$ cat config.mk
export PLATFORM = sky130hd
export DESIGN_NAME = ifu_fetch_redirect
export DESIGN_NICKNAME = d
export VERILOG_FILES = /design/src/rtl/ifu_fetch_redirect.sv
export SDC_FILE = /design/constraint.sdc
export NUM_CORES = 1
export LEC_CHECK = 0
export BUFFER_PORTS_ARGS = -buffer_cell sky130_fd_sc_hd__buf_2
export CAP_MARGIN = 10
export CORE_MARGIN = 8
export CORE_UTILIZATION = 35
export DETAILED_ROUTE_END_ITERATION = 10
export GPL_TIMING_DRIVEN = 1
export HOLD_SLACK_MARGIN = 0.05
export PLACE_DENSITY = 0.61
export SYNTH_ARGS = -nofsm -noshare
export SYNTH_HDL_FRONTEND = slang
export SYNTH_SLANG_ARGS = --single-unit
export TNS_END_PERCENT = 20
$ cat constraint.sdc
create_clock -name clk -period 3.9 [get_ports clk]
set_clock_uncertainty 0.1 [all_clocks]
set_input_delay 0.195 -clock clk [delete_from_list [all_inputs] [get_ports clk]]
set_output_delay 0.195 -clock clk [all_outputs]
set_load 0.005 [all_outputs]
$ cat src/rtl/ifu_fetch_redirect.sv
// Fetch-side PC owner: issues in-order word fetches under a credit limit, buffers responses for
// decode and discards wrong-path responses after an EXU redirect.
module ifu_fetch_redirect #(
    parameter logic [31:0] RESET_PC        = 32'h0000_0000,
    parameter int unsigned MAX_OUTSTANDING = 2,
    parameter int unsigned FIFO_DEPTH      = 2
) (
    input  logic        clk,
    input  logic        rst,
    input  logic        jump_flag_i,
    input  logic [31:0] jump_addr_i,
    output logic        ifu_req_valid_o,
    output logic [31:0] ifu_req_addr_o,
    input  logic        ifu_req_ready_i,
    input  logic        ifu_rsp_valid_i,
    input  logic [31:0] ifu_rsp_data_i,
    input  logic        ifu_rsp_err_i,
    output logic        inst_valid_o,
    output logic [31:0] inst_o,
    output logic [31:0] inst_pc_o,
    output logic        inst_err_o,
    input  logic        inst_ready_i
);

    localparam int unsigned CW  = $clog2(MAX_OUTSTANDING + 1);
    localparam int unsigned FCW = $clog2(FIFO_DEPTH + 1);
    localparam int unsigned AQW = (MAX_OUTSTANDING > 1) ? $clog2(MAX_OUTSTANDING) : 1;
    localparam int unsigned FPW = (FIFO_DEPTH > 1) ? $clog2(FIFO_DEPTH) : 1;

    typedef enum logic [0:0] {StRun, StHalt} state_e;

    state_e          state_q, state_d;
    logic [31:0]     pc_q, pc_d;
    logic [CW-1:0]   outst_q, outst_d;
    logic [CW-1:0]   kill_q, kill_d;
    logic [AQW-1:0]  aq_wr_q, aq_wr_d, aq_rd_q, aq_rd_d;
    logic [FPW-1:0]  f_wr_q, f_wr_d, f_rd_q, f_rd_d;
    logic [FCW-1:0]  f_cnt_q, f_cnt_d;

    logic [31:0] aq_mem [MAX_OUTSTANDING];
    logic [31:0] f_pc   [FIFO_DEPTH];
    logic [31:0] f_data [FIFO_DEPTH];
    logic        f_err  [FIFO_DEPTH];

    logic        req_fire, rsp_kill, push, pop;
    logic [31:0] outst_ext, fcnt_ext;

    function automatic logic [AQW-1:0] aq_inc(input logic [AQW-1:0] p);
        return (32'(p) == MAX_OUTSTANDING - 1) ? '0 : p + AQW'(1);
    endfunction

    function automatic logic [FPW-1:0] f_inc(input logic [FPW-1:0] p);
        return (32'(p) == FIFO_DEPTH - 1) ? '0 : p + FPW'(1);
    endfunction

    assign outst_ext = 32'(outst_q);
    assign fcnt_ext  = 32'(f_cnt_q);

    // Credit rule: every accepted request is guaranteed a FIFO slot for its response.
    assign ifu_req_valid_o = (state_q == StRun) & ~jump_flag_i
                           & (outst_ext < MAX_OUTSTANDING)
                           & (outst_ext + fcnt_ext < FIFO_DEPTH);
    assign ifu_req_addr_o  = pc_q;
    assign req_fire        = ifu_req_valid_o & ifu_req_ready_i;

    assign rsp_kill     = (kill_q != '0) | jump_flag_i;
    assign push         = ifu_rsp_valid_i & ~rsp_kill;
    assign inst_valid_o = (f_cnt_q != '0) & ~jump_flag_i;
    assign pop          = inst_valid_o & inst_ready_i;
    assign inst_o       = f_data[f_rd_q];
    assign inst_pc_o    = f_pc[f_rd_q];
    assign inst_err_o   = f_err[f_rd_q];

    always_comb begin
        state_d = state_q;
        pc_d    = pc_q;
        outst_d = outst_q - CW'(ifu_rsp_valid_i) + CW'(req_fire);
        kill_d  = kill_q;
        aq_wr_d = req_fire ? aq_inc(aq_wr_q) : aq_wr_q;
        aq_rd_d = ifu_rsp_valid_i ? aq_inc(aq_rd_q) : aq_rd_q;
        f_wr_d  = push ? f_inc(f_wr_q) : f_wr_q;
        f_rd_d  = pop ? f_inc(f_rd_q) : f_rd_q;
        f_cnt_d = f_cnt_q + FCW'(push) - FCW'(pop);

        if (ifu_rsp_valid_i && (kill_q != '0)) kill_d = kill_q - CW'(1);
        if (push && ifu_rsp_err_i) state_d = StHalt;
        if (req_fire) pc_d = pc_q + 32'd4;

        // Redirect: everything still in flight is wrong-path; the kill count is recomputed.
        if (jump_flag_i) begin
            pc_d    = {jump_addr_i[31:2], 2'b00};
            state_d = StRun;
            kill_d  = outst_q - CW'(ifu_rsp_valid_i);
            f_wr_d  = '0;
            f_rd_d  = '0;
            f_cnt_d = '0;
        end
    end

    always_ff @(posedge clk or posedge rst) begin
        if (rst) begin
            state_q <= StRun;
            pc_q    <= RESET_PC;
            outst_q <= '0;
            kill_q  <= '0;
            aq_wr_q <= '0;
            aq_rd_q <= '0;
            f_wr_q  <= '0;
            f_rd_q  <= '0;
            f_cnt_q <= '0;
        end else begin
            state_q <= state_d;
            pc_q    <= pc_d;
            outst_q <= outst_d;
            kill_q  <= kill_d;
            aq_wr_q <= aq_wr_d;
            aq_rd_q <= aq_rd_d;
            f_wr_q  <= f_wr_d;
            f_rd_q  <= f_rd_d;
            f_cnt_q <= f_cnt_d;
        end
    end

    always_ff @(posedge clk) begin
        if (req_fire) aq_mem[aq_wr_q] <= pc_q;
        if (push) begin
            f_pc[f_wr_q]   <= aq_mem[aq_rd_q];
            f_data[f_wr_q] <= ifu_rsp_data_i;
            f_err[f_wr_q]  <= ifu_rsp_err_i;
        end
    end

    a_rsp_has_req: assert property (@(posedge clk) disable iff (rst)
        ifu_rsp_valid_i |-> (outst_q != '0));
    a_kill_le_outst: assert property (@(posedge clk) disable iff (rst)
        kill_q <= outst_q);

endmodule

After elaboration in Yosys (flattened, before gate mapping)
Memory sizes are Yosys's and may differ from the RTL's.
Cells that the tools add are included.
- memories kept: 4
- bits in registers: 43
- input bits: 71
- bits in writable memories: 194
- memories (memory ; depth ; bits a word ; rd ports ; clocked after Yosys merged registers in ; write ports ; line ; RTL):
    aq_mem ; 2 ; 32 ; 1 ; 0 ; 1 ; 40 ; logic [31:0] aq_mem [MAX_OUTSTANDING];
    f_data ; 2 ; 32 ; 1 ; 0 ; 1 ; 42 ; logic [31:0] f_data [FIFO_DEPTH];
    f_pc ; 2 ; 32 ; 1 ; 0 ; 1 ; 41 ; logic [31:0] f_pc [FIFO_DEPTH];
    f_err ; 2 ; 1 ; 1 ; 0 ; 1 ; 43 ; logic f_err [FIFO_DEPTH];
- bitwise gates (word level): 11
- $lt $le $gt $ge: 2
- add/subtract/negate cells: 11
- reduce and logical (&&, ||, !) cells: 9
- multiplexer cells: 19
- operators with widths (kind ; count):
    $mux 32 ; 2
    $add 32x3->32 const B ; 1
    $mux 1 ; 14
    $reduce_bool 2->1 ; 7
    $and 1x1->1 ; 7
    $mux 2 ; 3
    $add 1x1->1 const B ; 4
    $add 2x1->2 ; 2
    $sub 2x1->2 ; 2
    $add 2x2->3 ; 1
    $lt 3x2->1 const B ; 1
    $not 1->1 ; 3
    $logic_and 1x1->1 ; 2
    $lt 2x2->1 const B ; 1
    $sub 2x1->2 const B ; 1
    $or 1x1->1 ; 1

Logic depth before layout (Yosys ltp)
- word-level depth: 7
- mapped depth: 9
- gate-level depth less buffers: 9

Least setup slack after synthesis
OpenSTA, ideal clock, no wires.
- path kind: register -> register
- from: register kill_q[0]
- to: memory f_data[0][0], enable pin
- arrival: 3.597 ns
- data required time: 3.316 ns
- clock period less this slack: 4.181 ns
- path buffers: 0
- setup slack: -0.281 ns
- stages on the path, launching flop included: 6
- path through: dfrtp_1 > inv_1 > ha_1 > nand2_1 > or2_2 > nor2_1
- cells in the longest elaborated chain, start to end: 6
- RTL lines (element ; line ; RTL):
    start: declaration ; 35 ; logic [CW-1:0] kill_q, kill_d;
    start signal: assignment ; 115 ; kill_q <= kill_d;
    $reduce_bool 2->1 ; 66 ; assign rsp_kill = (kill_q != '0) | jump_flag_i;
    $or 1x1->1 ; 66 ;
    $not 1->1 ; 67 ; assign push = ifu_rsp_valid_i & ~rsp_kill;
    $and 1x1->1 ; 67 ;
    $mux 1 ; 126 ; if (push) begin
    $mux 1 (implied by the code) ; 128 ; f_data[f_wr_q] <= ifu_rsp_data_i;
    end: declaration ; 42 ;
Every way passes these cells.

Final worst setup path
- from: register f_cnt_q[0]
- to: register pc_q[14] (netlist: ifu_req_addr_o[14])
- cells in the longest elaborated chain, start to end: 5
- RTL lines (element ; line ; RTL):
    start: declaration ; 38 ; logic [FCW-1:0] f_cnt_q, f_cnt_d;
    start signal: assignment ; 120 ; f_cnt_q <= f_cnt_d;
    $add 2x2->3 ; 62 ; & (outst_ext + fcnt_ext < FIFO_DEPTH);
    $lt 3x2->1 ; 62 ;
    $and 1x1->1 ; 62 ;
    $and 1x1->1 ; 64 ; assign req_fire = ifu_req_valid_o & ifu_req_ready_i;
    $reduce_bool 2->1 (no source line) ; n/a ;
    end signal: assignment ; 113 ; pc_q <= pc_d;
    end: declaration ; 33 ; logic [31:0] pc_q, pc_d;
Every way passes these cells.
A chain may end at the register's enable or synchronous reset.

==> metrics.txt <==
status completed; CTS-repair resized insts 0; Num CTS Buffers 25; critical path launch point type flop; Core Region 0.0259 mm2; CP peak stage delay 0.44 ns; VDD IR max 244 uV; synth top area cells edfxtp_1 (61%), mux2_2 (12%), dfrtp_1 (11%); maximum fanout along the worst path 16; # fillers 2310; crit-path cells and2_1, fa_1, nor4_2, nand2_1, inv_2, nor2_1, o21a_1, a211o_1; crit path kind reg -> reg; largest net degree at the start of global routing 66; IO Count 170; most instantiated cells after synthesis edfxtp_1 (186), mux2_2 (95), dfrtp_1 (41), nand2_1 (34), o21ai_0 (24); post-route ant nets 0; H-tree levels 1; Initial Utilization 0.355; total clock sinks 227; endpoint type of the worst setup path flop; fin. max-slew vios 0; P_leak 4.42 nW; DRT iter0 DRCs 363; CTS tree done; crit path time final 2.81 ns; final net count 889; pre-CTS setup slack 1.08 ns; final count of negative-setup-slack endpoints 0; Final Total Pwr 6.31 mW; synthesized area 0.00919 mm2; clk slew on worst S/H paths 0.06 ns; EDFF count, synth 186; Root Buffer clkbuf_16; Seq/Total Area, Yosys 0.719; Post-DP HPWL 13800 um; CP max-delay cell fa_1; fmax 0.356 GHz; Synth-to-Final Area Change 29.3%; clock network fraction of total power 0.341; Power Dens Cells 531 mW/mm2; Int Power 4.72 mW; antenna diode count 0; Sw Ratio 0.253; Port Buffer Count 163; Post-Synthesis Cells 564; Die Width 178 um; unique cell type count in the Yosys netlist 59; Clk Latency, worst-skew pair 0.51 ns; post-layout util 0.458; final instance count without filler cells 1164; Routed WL per cell 18.4 um; synthesis warning total 0; drt pass-1 iters 4; FF+latch count, synth 227; die height 178 um; most common cell in the netlist edfxtp_1; GRT Util Overall 0.132; share of post-route cells with drive strength above 1 0.382; via/cell ratio 4.83; area share of the largest cell type after synthesis 0.608; via count 5617; Sw Pwr 1.60 mW; Sequential Power Share 0.498; Logic pwr share 0.161; Rows 59; initial antenna violation count 0; Arr. time, crit path 3.10 ns; die area 0.0317 mm2; Syn Area/Cell 16.3 um2; Max Cap Viol 0; post-route setup slack 1.09 ns; placer congestion estimate 0.736; ys async rst share 0.181; Placed Cells 1049; DRC Markers 0; Worst EP required 4.19 ns; RSZ-0062 raised after global routing no; cell taking the most area after synthesis edfxtp_1; first-pass GRT wire length 32800 um; Synth Flop Type edfxtp_1; Max-slew headroom 0.371; Worst Tran Pin Value 0.943 ns; final hold vios 0; Clock Tree Buf Depth 3; worst min path class in -> reg; GRT overflow 0; Routed WL 21400 um; vias in the first global route 5815; period utilization 0.721; Setup TNS Final 0 ns
==> kinds of logic (layout without fill, tap and decap cells) <==
family          count (synthesis)  count (layout)  synth area share
compound gates                 59              59            0.0422
xor+xnor                       14              14            0.0133
fa+ha+maj                       7               7            0.0103
buf+inv                        37             299            0.0181
flops                         227             227             0.719
mux                            97              97             0.119
other cells                     1               4          0.000408
simple gates                  122             122            0.0777
==> flip-flops by register name, summed over array words and instances (netlist names) <==
name,flops
f_data,64
kill_q,2
state_q,1
aq_wr_q,1
f_err,2
f_wr_q,1
f_cnt_q,2
f_pc,60
f_rd_q,1
outst_q,2
ifu_req_addr_o,30
aq_rd_q,1
aq_mem,60
==> through the flow <==
step                instance area, um2  hold slack (ns)
global placement                 10400            0.278
global route                     11900           0.0913
CTS                              11900           0.0540
detailed placement               10400            0.279
finish                           11900           0.0807
floorplan                         9200            0.186
==> what timing repair did <==
action                    CTS  global route
hold buffers               70             0
setup buffers               0             0
hold endpoints to repair  142             0
==> layout make-up <==
class | instances | area (um2) | share of cell area
repair buffers | 242 | 1610 | 0.135
well taps | 335 | 419 | 0.0353
clock buffers | 35 | 673 | 0.0567
inverters | 12 | 45.0 | 0.00379
multi-input cells | 303 | 2450 | 0.206
clock inverters | 10 | 71.3 | 0.00600
flip-flops and latches | 227 | 6620 | 0.557
==> layout by cell type, fill, tap and decap left out, drive strengths merged, types with 6 or more instances in the layout <==
cell and instances:
buf 172, ha 6, nor2b 8, nand3 15
dfrtp 41, and2 6, nor2 18, inv 12
o311ai 6, xnor2 10, edfxtp 186, nand2 36
dlygate4sd3 70, o21ai 24, clkinv 9, mux2 95
nand4 11, clkbuf 35
==> power by group through the flow <==
stage	Combinational (mW)	Clock [mW]	Sequential (mW)
2_1_floorplan	0.673	0	3.08
3_3_place_gp	0.962	0	3.19
3_5_place_dp	0.980	0	3.20
4_1_cts	1.04	2.23	3.15
5_1_grt	1.13	2.31	3.18
6_report	1.02	2.15	3.14
==> path summary, 6_finish.rpt <==
| kind | start | to | slack (ns) | depth (start not counted) |
|---|---|---|---|---|
| worst max-delay path | f_cnt_q[0] | ifu_req_addr_o[14] | 1.09 | 8 |
| worst min-delay path | jump_flag_i | ifu_req_addr_o[5] | 0.08 | 2 |
| worst max register to register | f_cnt_q[0] | ifu_req_addr_o[14] | 1.09 | 8 |
| worst min register to register | state_q | state_q | 0.44 | 2 |
| max in group asynchronous | rst | f_rd_q | 2.97 | 4 |
| min in group asynchronous | rst | ifu_req_addr_o[3] | 0.28 | 4 |
==> metal layers <==
metal / wire length (um) / global-route usage
met5: 0 / 0
met4: 347 / 0.0361
met3: 1200 / 0.0233
met2: 10400 / 0.220
met1: 9480 / 0.174
==> critical path, delay by kind of cell, from the launching register on <==
| kind | cells | cell delay [ns] |
|---|---|---|
| AOI/OAI and AO/OA | 2 | 0.52 |
| buffers and inverters | 1 | 0.33 |
| and+or+nand+nor | 4 | 0.92 |
| adders and majority gates | 1 | 0.44 |
| DFF | 1 | 0.38 |
Note: power is estimated with default switching activity, not from simulation.
